File: config.mk
export PLATFORM = sky130hd
export DESIGN_NAME = mmio_exit_console
export DESIGN_NICKNAME = d
export VERILOG_FILES = /design/src/rtl/mmio_pkg.sv /design/src/rtl/sync_fifo.sv /design/src/rtl/mmio_exit_console.sv
export SDC_FILE = /design/constraint.sdc
export NUM_CORES = 1
export LEC_CHECK = 0
export ABC_CLOCK_PERIOD_IN_PS = 2600
export CAP_MARGIN = 15
export CORE_MARGIN = 1
export CORE_UTILIZATION = 47
export DETAILED_ROUTE_END_ITERATION = 8
export GPL_TIMING_DRIVEN = 0
export HOLD_SLACK_MARGIN = 0.15
export PLACE_DENSITY_LB_ADDON = 0.2
export SLEW_MARGIN = 5
export SYNTH_ARGS = -nofsm -noshare
export SYNTH_HDL_FRONTEND = slang
export SYNTH_HIERARCHICAL = 1
export SYNTH_SLANG_ARGS = --single-unit
export TNS_END_PERCENT = 30
File: constraint.sdc
create_clock -name clock -period 2.6 [get_ports clock]
set_input_delay 0.26 -clock clock [delete_from_list [all_inputs] [get_ports clock]]
set_output_delay 0.26 -clock clock [all_outputs]
set_load 0.03 [all_outputs]
File: src/rtl/mmio_pkg.sv
`default_nettype none
// ============================================================================
// Module   : mmio_pkg
// Purpose  : Register offsets, STATUS bit positions and status packing for
//            the exit/console MMIO window.
// Revision : 1.0 - initial release
// ============================================================================
package mmio_pkg;

    localparam logic [3:0] OFF_TXDATA = 4'h0;
    localparam logic [3:0] OFF_STATUS = 4'h4;
    localparam logic [3:0] OFF_EXIT   = 4'h8;
    localparam logic [3:0] OFF_CYCLE  = 4'hC;

    localparam int ST_EMPTY     = 0;
    localparam int ST_FULL      = 1;
    localparam int ST_HALTED    = 2;
    localparam int ST_OVERFLOW  = 3;
    localparam int ST_TIMEOUT   = 4;
    localparam int ST_COUNT_LSB = 8;

    function automatic logic [31:0] pack_status(
        input logic       empty,
        input logic       full,
        input logic       halted,
        input logic       overflow,
        input logic       timeout,
        input logic [7:0] count
    );
        logic [31:0] w_word;
        w_word                        = '0;
        w_word[ST_EMPTY]              = empty;
        w_word[ST_FULL]               = full;
        w_word[ST_HALTED]             = halted;
        w_word[ST_OVERFLOW]           = overflow;
        w_word[ST_TIMEOUT]            = timeout;
        w_word[ST_COUNT_LSB +: 8]     = count;
        return w_word;
    endfunction

endpackage
`default_nettype wire

File: src/rtl/sync_fifo.sv
`default_nettype none
// ============================================================================
// Module   : sync_fifo
// Purpose  : Single-clock FIFO; a pop on a full FIFO frees room for a push
//            in the same cycle.
// Revision : 1.0 - initial release
// ============================================================================
module sync_fifo #(
    parameter int WIDTH = 8,
    parameter int DEPTH = 16
) (
    input  logic                       clock,
    input  logic                       reset,
    input  logic                       push,
    input  logic                       pop,
    input  logic [WIDTH-1:0]           wdata,
    output logic [WIDTH-1:0]           rdata,
    output logic                       full,
    output logic                       empty,
    output logic [$clog2(DEPTH):0]     count
);

    localparam int AW = $clog2(DEPTH);
    localparam int CW = AW + 1;

    logic [WIDTH-1:0] r_mem [DEPTH];
    logic [AW-1:0]    r_wr_ptr;
    logic [AW-1:0]    r_rd_ptr;
    logic [CW-1:0]    r_count;
    logic             w_pop;
    logic             w_push;

    assign empty  = (r_count == '0);
    assign full   = (r_count == CW'(DEPTH));
    assign count  = r_count;
    assign rdata  = r_mem[r_rd_ptr];
    assign w_pop  = pop && !empty;
    assign w_push = push && (!full || w_pop);

    // Storage carries no reset; only pointers and count define validity.
    always_ff @(posedge clock) begin
        if (w_push) begin
            r_mem[r_wr_ptr] <= wdata;
        end
    end

    always_ff @(posedge clock or negedge reset) begin
        if (!reset) begin
            r_wr_ptr <= '0;
            r_rd_ptr <= '0;
            r_count  <= '0;
        end else begin
            if (w_push) begin
                r_wr_ptr <= r_wr_ptr + AW'(1);
            end
            if (w_pop) begin
                r_rd_ptr <= r_rd_ptr + AW'(1);
            end
            case ({w_push, w_pop})
                2'b10:   r_count <= r_count + CW'(1);
                2'b01:   r_count <= r_count - CW'(1);
                default: r_count <= r_count;
            endcase
        end
    end

endmodule
`default_nettype wire

File: src/rtl/mmio_exit_console.sv
`default_nettype none
// ============================================================================
// Module   : mmio_exit_console
// Purpose  : MMIO console FIFO, exit-code latch and run-limit cycle counter
//            sitting on the data-memory bus.
// Revision : 1.0 - initial release
// ============================================================================
module mmio_exit_console
    import mmio_pkg::*;
#(
    parameter logic [31:0] BASE_ADDR      = 32'hFFFF_0000,
    parameter int          FIFO_DEPTH     = 16,
    parameter logic [31:0] TIMEOUT_CYCLES = 32'd100000
) (
    input  logic        clock,
    input  logic        reset,
    input  logic        bus_write_enable,
    input  logic [31:0] bus_addr,
    input  logic [31:0] bus_write_data,
    output logic [31:0] bus_read_data,
    output logic        bus_hit,
    output logic        tx_valid,
    output logic [7:0]  tx_data,
    input  logic        tx_ready,
    output logic        halted,
    output logic [31:0] exit_code,
    output logic        done,
    output logic        timeout,
    output logic        overflow,
    output logic [31:0] cycle_count
);

    localparam int CW = $clog2(FIFO_DEPTH) + 1;

    logic [3:0]    w_offset;
    logic          w_wr;
    logic          w_push;
    logic          w_exit_wr;
    logic          w_full;
    logic          w_empty;
    logic [CW-1:0] w_count;
    logic [31:0]   w_count_ext;
    logic [31:0]   w_status;

    logic          r_halted;
    logic [31:0]   r_exit_code;
    logic          r_timeout;
    logic          r_overflow;
    logic [31:0]   r_cycle_count;

    assign w_offset    = bus_addr[3:0];
    assign bus_hit     = (bus_addr[31:4] == BASE_ADDR[31:4]);
    assign w_wr        = bus_write_enable && bus_hit;
    // A halted machine accepts no further console or exit traffic.
    assign w_push      = w_wr && (w_offset == OFF_TXDATA) && !r_halted;
    assign w_exit_wr   = w_wr && (w_offset == OFF_EXIT) && !r_halted;
    assign w_count_ext = 32'(w_count);

    sync_fifo #(
        .WIDTH (8),
        .DEPTH (FIFO_DEPTH)
    ) u_fifo (
        .clock (clock),
        .reset (reset),
        .push  (w_push),
        .pop   (tx_ready),
        .wdata (bus_write_data[7:0]),
        .rdata (tx_data),
        .full  (w_full),
        .empty (w_empty),
        .count (w_count)
    );

    always_ff @(posedge clock or negedge reset) begin
        if (!reset) begin
            r_halted      <= 1'b0;
            r_exit_code   <= '0;
            r_timeout     <= 1'b0;
            r_overflow    <= 1'b0;
            r_cycle_count <= '0;
        end else begin
            if (w_exit_wr) begin
                r_halted    <= 1'b1;
                r_exit_code <= bus_write_data;
            end
            // Full FIFO only takes the byte if the consumer pops this edge.
            if (w_push && w_full && !tx_ready) begin
                r_overflow <= 1'b1;
            end
            if (!r_halted && !r_timeout) begin
                if (r_cycle_count + 32'd1 >= TIMEOUT_CYCLES) begin
                    r_cycle_count <= TIMEOUT_CYCLES;
                    r_timeout     <= 1'b1;
                end else begin
                    r_cycle_count <= r_cycle_count + 32'd1;
                end
            end
        end
    end

    assign w_status = pack_status(w_empty, w_full, r_halted, r_overflow,
                                  r_timeout, w_count_ext[7:0]);

    always_comb begin
        bus_read_data = '0;
        if (bus_hit) begin
            case (w_offset)
                OFF_STATUS: bus_read_data = w_status;
                OFF_EXIT:   bus_read_data = r_exit_code;
                OFF_CYCLE:  bus_read_data = r_cycle_count;
                default:    bus_read_data = '0;
            endcase
        end
    end

    assign tx_valid    = !w_empty;
    assign halted      = r_halted;
    assign exit_code   = r_exit_code;
    assign done        = r_halted && w_empty;
    assign timeout     = r_timeout;
    assign overflow    = r_overflow;
    assign cycle_count = r_cycle_count;

endmodule
`default_nettype wire

# After elaboration in Yosys (flattened, before gate mapping)
# Memory sizes are Yosys's and may differ from the RTL's.
# Index checks and enable logic that the tools add are counted.
dict set report totals {
  regBits 80
  mem_bits_rw 128
  in_bits 68
  out_inout_bits 110
  word_cells 49
  mem_count 1
}
dict set report op_classes {
  add_sub_neg 5
  order_cmp 1
  n_eq_ne 7
  muxes 6
  reduce_logical 21
}
# memory depth width rd rd_clocked_by_memory_dff wr line
set memory_table {}
lappend memory_table {u_fifo.r_mem 16 8 1 0 1 sync_fifo.sv:26} ;# logic [WIDTH-1:0] r_mem [DEPTH];
# op count
set op_table {}
lappend op_table {{$pmux W32 S3} 1}
lappend op_table {{$mux W32} 2}
lappend op_table {{$add A32 B1 Y32 const B} 1}
lappend op_table {{$ge A32 B17 Y1 const B} 1}
lappend op_table {{$eq A28 B28 Y1 const B} 1}
lappend op_table {{$logic_and A1 B1 Y1} 11}
lappend op_table {{$pmux W5 S2} 1}
lappend op_table {{$add A4 B1 Y4 const B} 2}
lappend op_table {{$eq A4 B4 Y1 const B} 2}
lappend op_table {{$add A5 B1 Y5 const B} 1}
lappend op_table {{$eq A5 B5 Y1 const B} 1}
lappend op_table {{$logic_not A1 Y1} 5}
lappend op_table {{$logic_not A5 Y1} 1}
lappend op_table {{$sub A5 B1 Y5 const B} 1}
lappend op_table {{$eq A4 B3 Y1 const B} 1}
lappend op_table {{$logic_not A4 Y1} 1}
lappend op_table {{$eq A2 B1 Y1 const B} 1}
lappend op_table {{$eq A2 B2 Y1 const B} 1}
lappend op_table {{$mux W1} 2}
lappend op_table {{$reduce_and A2 Y1} 1}
lappend op_table {{$reduce_bool A2 Y1} 1}
lappend op_table {{$logic_or A1 B1 Y1} 1}

# Logic depth before layout (Yosys ltp)
dict set report depth {
  word_depth 7
  ltp_mapped 14
  ltp_nobuf 13
}

# Cells and area by module
# The synthesis kept the hierarchy.
# mod instances cells_each area_each_um2 seq_area_each_um2
set modules_own_cells {}
lappend modules_own_cells {sync_fifo 1 307 5794.3 4169.0}
lappend modules_own_cells {mmio_exit_console 1 432 4171.5 1676.6}

# Least setup slack after synthesis
# Ideal clock, no wire load.
dict set report synth_timing {
  kind {input-to-reg}
  start {in bus_addr[10]}
  end {mem u_fifo.r_mem[3][0] (enable)}
  setup_ns 0.395
  arrival_ns 4.001
  t_required_ns 2.205
  path_slack_ns -1.795
  path_stages 8
  n_path_buf 1
  path_cell_list {nor4b_1 -> nand4_1 -> nor4_1 -> nand2_1 -> nor3_1 -> clkbuf_1 -> nand2_1 -> nor4_1}
}
dict set report synth_via {
  elab_chain_len 7
}
# element line
set synth_rtl {}
lappend synth_rtl {{start: declaration} mmio_exit_console.sv:18} ;# input logic [31:0] bus_addr,
lappend synth_rtl {{$eq A28 B28 Y1} mmio_exit_console.sv:52} ;# assign bus_hit = (bus_addr[31:4] == BASE_ADDR[31:4]);
lappend synth_rtl {{net bus_hit} mmio_exit_console.sv:21} ;# output logic bus_hit,
lappend synth_rtl {{$logic_and A1 B1 Y1} mmio_exit_console.sv:53} ;# assign w_wr = bus_write_enable && bus_hit;
lappend synth_rtl {{$logic_and A1 B1 Y1 (2 in series)} mmio_exit_console.sv:55} ;# assign w_push = w_wr && (w_offset == OFF_TXDATA) && !r_halted;
lappend synth_rtl {{net w_push} mmio_exit_console.sv:37} ;# logic w_push;
lappend synth_rtl {{$logic_and A1 B1 Y1} sync_fifo.sv:38} ;# assign w_push = push && (!full || w_pop);
lappend synth_rtl {{$mux W1} sync_fifo.sv:42} ;# if (w_push) begin
lappend synth_rtl {{$mux W1 (not written as such)} sync_fifo.sv:43} ;# r_mem[r_wr_ptr] <= wdata;
lappend synth_rtl {{end: declaration} sync_fifo.sv:26}
# The timed path passes the listed nets, and every way through them passes these cells.

# Worst setup path in the final report
dict set report layout_timing {
  start {reg r_cycle_count[8], in the netlist cycle_count[8]}
  end {reg r_cycle_count[2], in the netlist cycle_count[2]}
}
dict set report layout_via {
  elab_chain_len 3
}
# element line
set layout_rtl {}
lappend layout_rtl {{start: declaration} mmio_exit_console.sv:49} ;# logic [31:0] r_cycle_count;
lappend layout_rtl {{start signal: assignment} mmio_exit_console.sv:95} ;# r_cycle_count <= r_cycle_count + 32'd1;
lappend layout_rtl {{$add A32 B1 Y32} mmio_exit_console.sv:91} ;# if (r_cycle_count + 32'd1 >= TIMEOUT_CYCLES) begin
lappend layout_rtl {{$ge A32 B17 Y1} mmio_exit_console.sv:91}
lappend layout_rtl {{$mux W32} mmio_exit_console.sv:91}
# No other way between the ends.
# A chain may end at the register's enable or synchronous reset.

==> metrics <==
root buffer cell clkbuf_16; post-synthesis area per instance 13.49 µm²; unrepaired setup endpoints after global routing true; multiplexer share of the synthesized area 12.83%; routed wire length 29500 µm; fin nets 1081; Post-Syn Area 9966 µm²; antenna viol nets, final 0; logic gate share of total power 27.2%; Die H 147.6 µm; clock sink total 208; first-pass GRT wire length 44820 µm; Tcrit/Tclk final 109.8%; number of synthesized register bits 208; Int Pwr 6.947 mW; post-synthesis sequential area ratio 58.66%; Syn Nets 817; vias in the first global route 7868; Hold WC Path Type input pin to async pin; initial core utilization 48.63%; Max clock buf depth 3; Startpoint Class flip-flop; fin crit period 2.854 ns; CTS tree yes; Total Power 9.747 mW; Worst Setup Slack, final -0.2536 ns; maximum clock frequency 0.3504 GHz; Worst Skew 0.01046 ns; largest net degree at the start of global routing 44; Peak supply drop 0.0004803 V; status finished with violations; initial antenna violation count 0; Post-Synthesis Cells 739; Synth top area share 38.57%; power density over the cells 693.6 nW/µm²; CTS HTree Levels 1; gr ovfl total 0; count leader, synth edfxtp_1; Tightest Pin Transition 0.8263 ns; Yosys top cell by area edfxtp_1; worst hold margin 0.2718 ns; I/O Buffers 177; post-synthesis simple-gate area fraction 13.48%; total track usage 26.85%; share of layout cells above drive strength 1 38.04%; Post-synth EDFFs 128; Reg clk slew, reported paths 0.06 ns; Die ar. 21790 µm²; FF-to-FF End cycle_count[2]; yosys synthesis warning count 6; Critical Path AT 3.28 ns; worst-path maximum fanout 6; combinational family with the most area after synthesis simple AND/OR/NAND/NOR gates; WL per Instance 22.87 µm; Synth Area in XOR/XNOR 0.8788%; die width 147.6 µm; FP Rows 52; top cells by area, synth edfxtp_1, dfrtp_1, mux4_2; Critical Path End Type flip-flop; violated checks negative setup slack; worst r2r src cycle_count[8]; P&R area growth vs syn 41.00%; Net Sw Frac 28.73%; TritonCTS Buffers 23; Post-synth top flop edfxtp_1; diodes inserted 0; sequential power share 38.2%; Iter 0 DRT Violations 640; DRC Markers 0; Net Switching 2.800 mW; Slew Viols, Final 0; Detail Placement HPWL 18730 µm; WP data required 3.03 ns; worst setup path class flip-flop to flip-flop; Clk pwr share 34.6%; most common library cells after synthesis edfxtp_1, dfrtp_1, nor2_1; clk_lat worst skew 0.51 ns; Vias 7798; drt via density 6.045; Post-Synth Adder-Cell Area 1.331%; Ports 178; Worst Reg-to-Reg Cells 10; setup violators final 17; endpoints failing hold 0; Placer Congestion 0.8694; max_cap viols 0; unique cell type count in the Yosys netlist 76; Leakage 5.402 nW; First-pass DRT Iterations 5; Post-synth ARST share 38.46%; core area 20490 µm²; Slew HR 44.71%; R2R setup slack -0.25 ns; Synth Area in Compound Gates 10.30%
[how the worst max path moves through the flow]
stage	slack [ns]	startpoint	depth (start not counted)	endpoint
floorplan	-0.37	bus_addr[10]	13	u_fifo/count[4]
global placement	-2.03	reset	1	cycle_count[17]
detailed placement	-1.06	bus_addr[10]	8	exit_code[11]
CTS	-0.22	cycle_count[13]	10	cycle_count[7]
global route	-0.27	cycle_count[16]	9	cycle_count[7]
finish	-0.25	cycle_count[8]	10	cycle_count[2]
[worst max-delay path, stage by stage (launching register included)]
cell and delay (ns):
dfrtp_2 0.44, nand3_4 0.13, buf_6 0.14, nor4_4 0.46, buf_4 0.25, a31oi_2 0.10, o31a_1 0.39, buf_6 0.16
nor4_4 0.33, buf_4 0.21, a22o_1 0.17
[cell families (layout without fill, tap and decap cells)]
logic type | after synthesis | after routing
simple gates | 250 | 250
flops | 208 | 208
compound gates | 124 | 124
mux | 81 | 81
buf+inv | 56 | 337
fa+ha+maj | 10 | 10
xor+xnor | 10 | 10
[flip-flops by register name, summed over array words and instances (netlist names)]
name and flops:
u_fifo/r_mem 128, cycle_count 32, exit_code 32, u_fifo/count 5, u_fifo/r_rd_ptr 4, u_fifo/r_wr_ptr 4
halted 1, overflow 1, timeout 1
[final cells by class]
type                    count  area [µm²]
plain buffers              34       279.0
clock buffers              32       629.4
clock inverters            10       157.7
fillers                  1463        6442
inverters                  11       43.79
multi-input cells         475        4492
flip-flops and latches    208        5879
well taps                 270       337.8
repair buffers            250        2233
[placed cells by master (no fill, tap or decap), types with 10 or more instances in the layout]
cell             Yosys  layout
inv_1               11      10
nor3_1              19      10
buf_4                2      68
clkdlybuf4s50_1      0     112
clkbuf_16            0      23
edfxtp_1           128     128
a22oi_1             51      40
clkbuf_2             1      15
mux4_2              32      32
nor2_1              68      59
nand4_1             17      17
and2_1              33      24
mux2_2              43      43
nand3_1             18      15
dfrtp_2              0      27
buf_2               14      31
clkbuf_1            21      14
dlymetal6s2s_1       0      16
a22oi_2              0      11
dfrtp_1             80      53
nand2_1             36      32
[what timing repair did]
action                     CTS  global route
setup endpoints to repair  222           181
resized for setup          303            84
hold endpoints to repair    37             0
gates cloned                 1             0
buffers inserted            48            22
hold buffers                 1             0
pin swaps                   31            39
[routing by layer]
layer	track usage [%]	wire, µm
met5	0	0
met4	8.351	926
met3	4.444	2030
met2	45.45	14650
met1	35.50	11900
[power by group through the flow]
stage | Sequential, mW | Clock (mW) | Combinational [mW]
after floorplan | 3.73 | 0 | 1.68
after global placement | 3.76 | 0 | 2.44
after detailed placement | 3.76 | 0 | 2.48
after CTS | 3.73 | 3.43 | 2.60
after global routing | 3.73 | 3.55 | 2.83
final | 3.72 | 3.38 | 2.65
[metrics by stage]
stage                     cells  utilization (%)  setup TNS [ns]  setup WS, ns  instance area, µm²
after CTS                  1274            66.86          -2.669       -0.2164               13700
after global routing       1290            68.57          -3.618       -0.2664               14050
after detailed placement   1187            60.15         -158.50        -1.062               12330
after global placement     1186            60.03         -293.79        -2.026               12300
after floorplan             739                -          -12.84       -0.3719               10190
final                      1290            68.57          -2.640       -0.2536               14050
(Power assumes the default switching activity.)
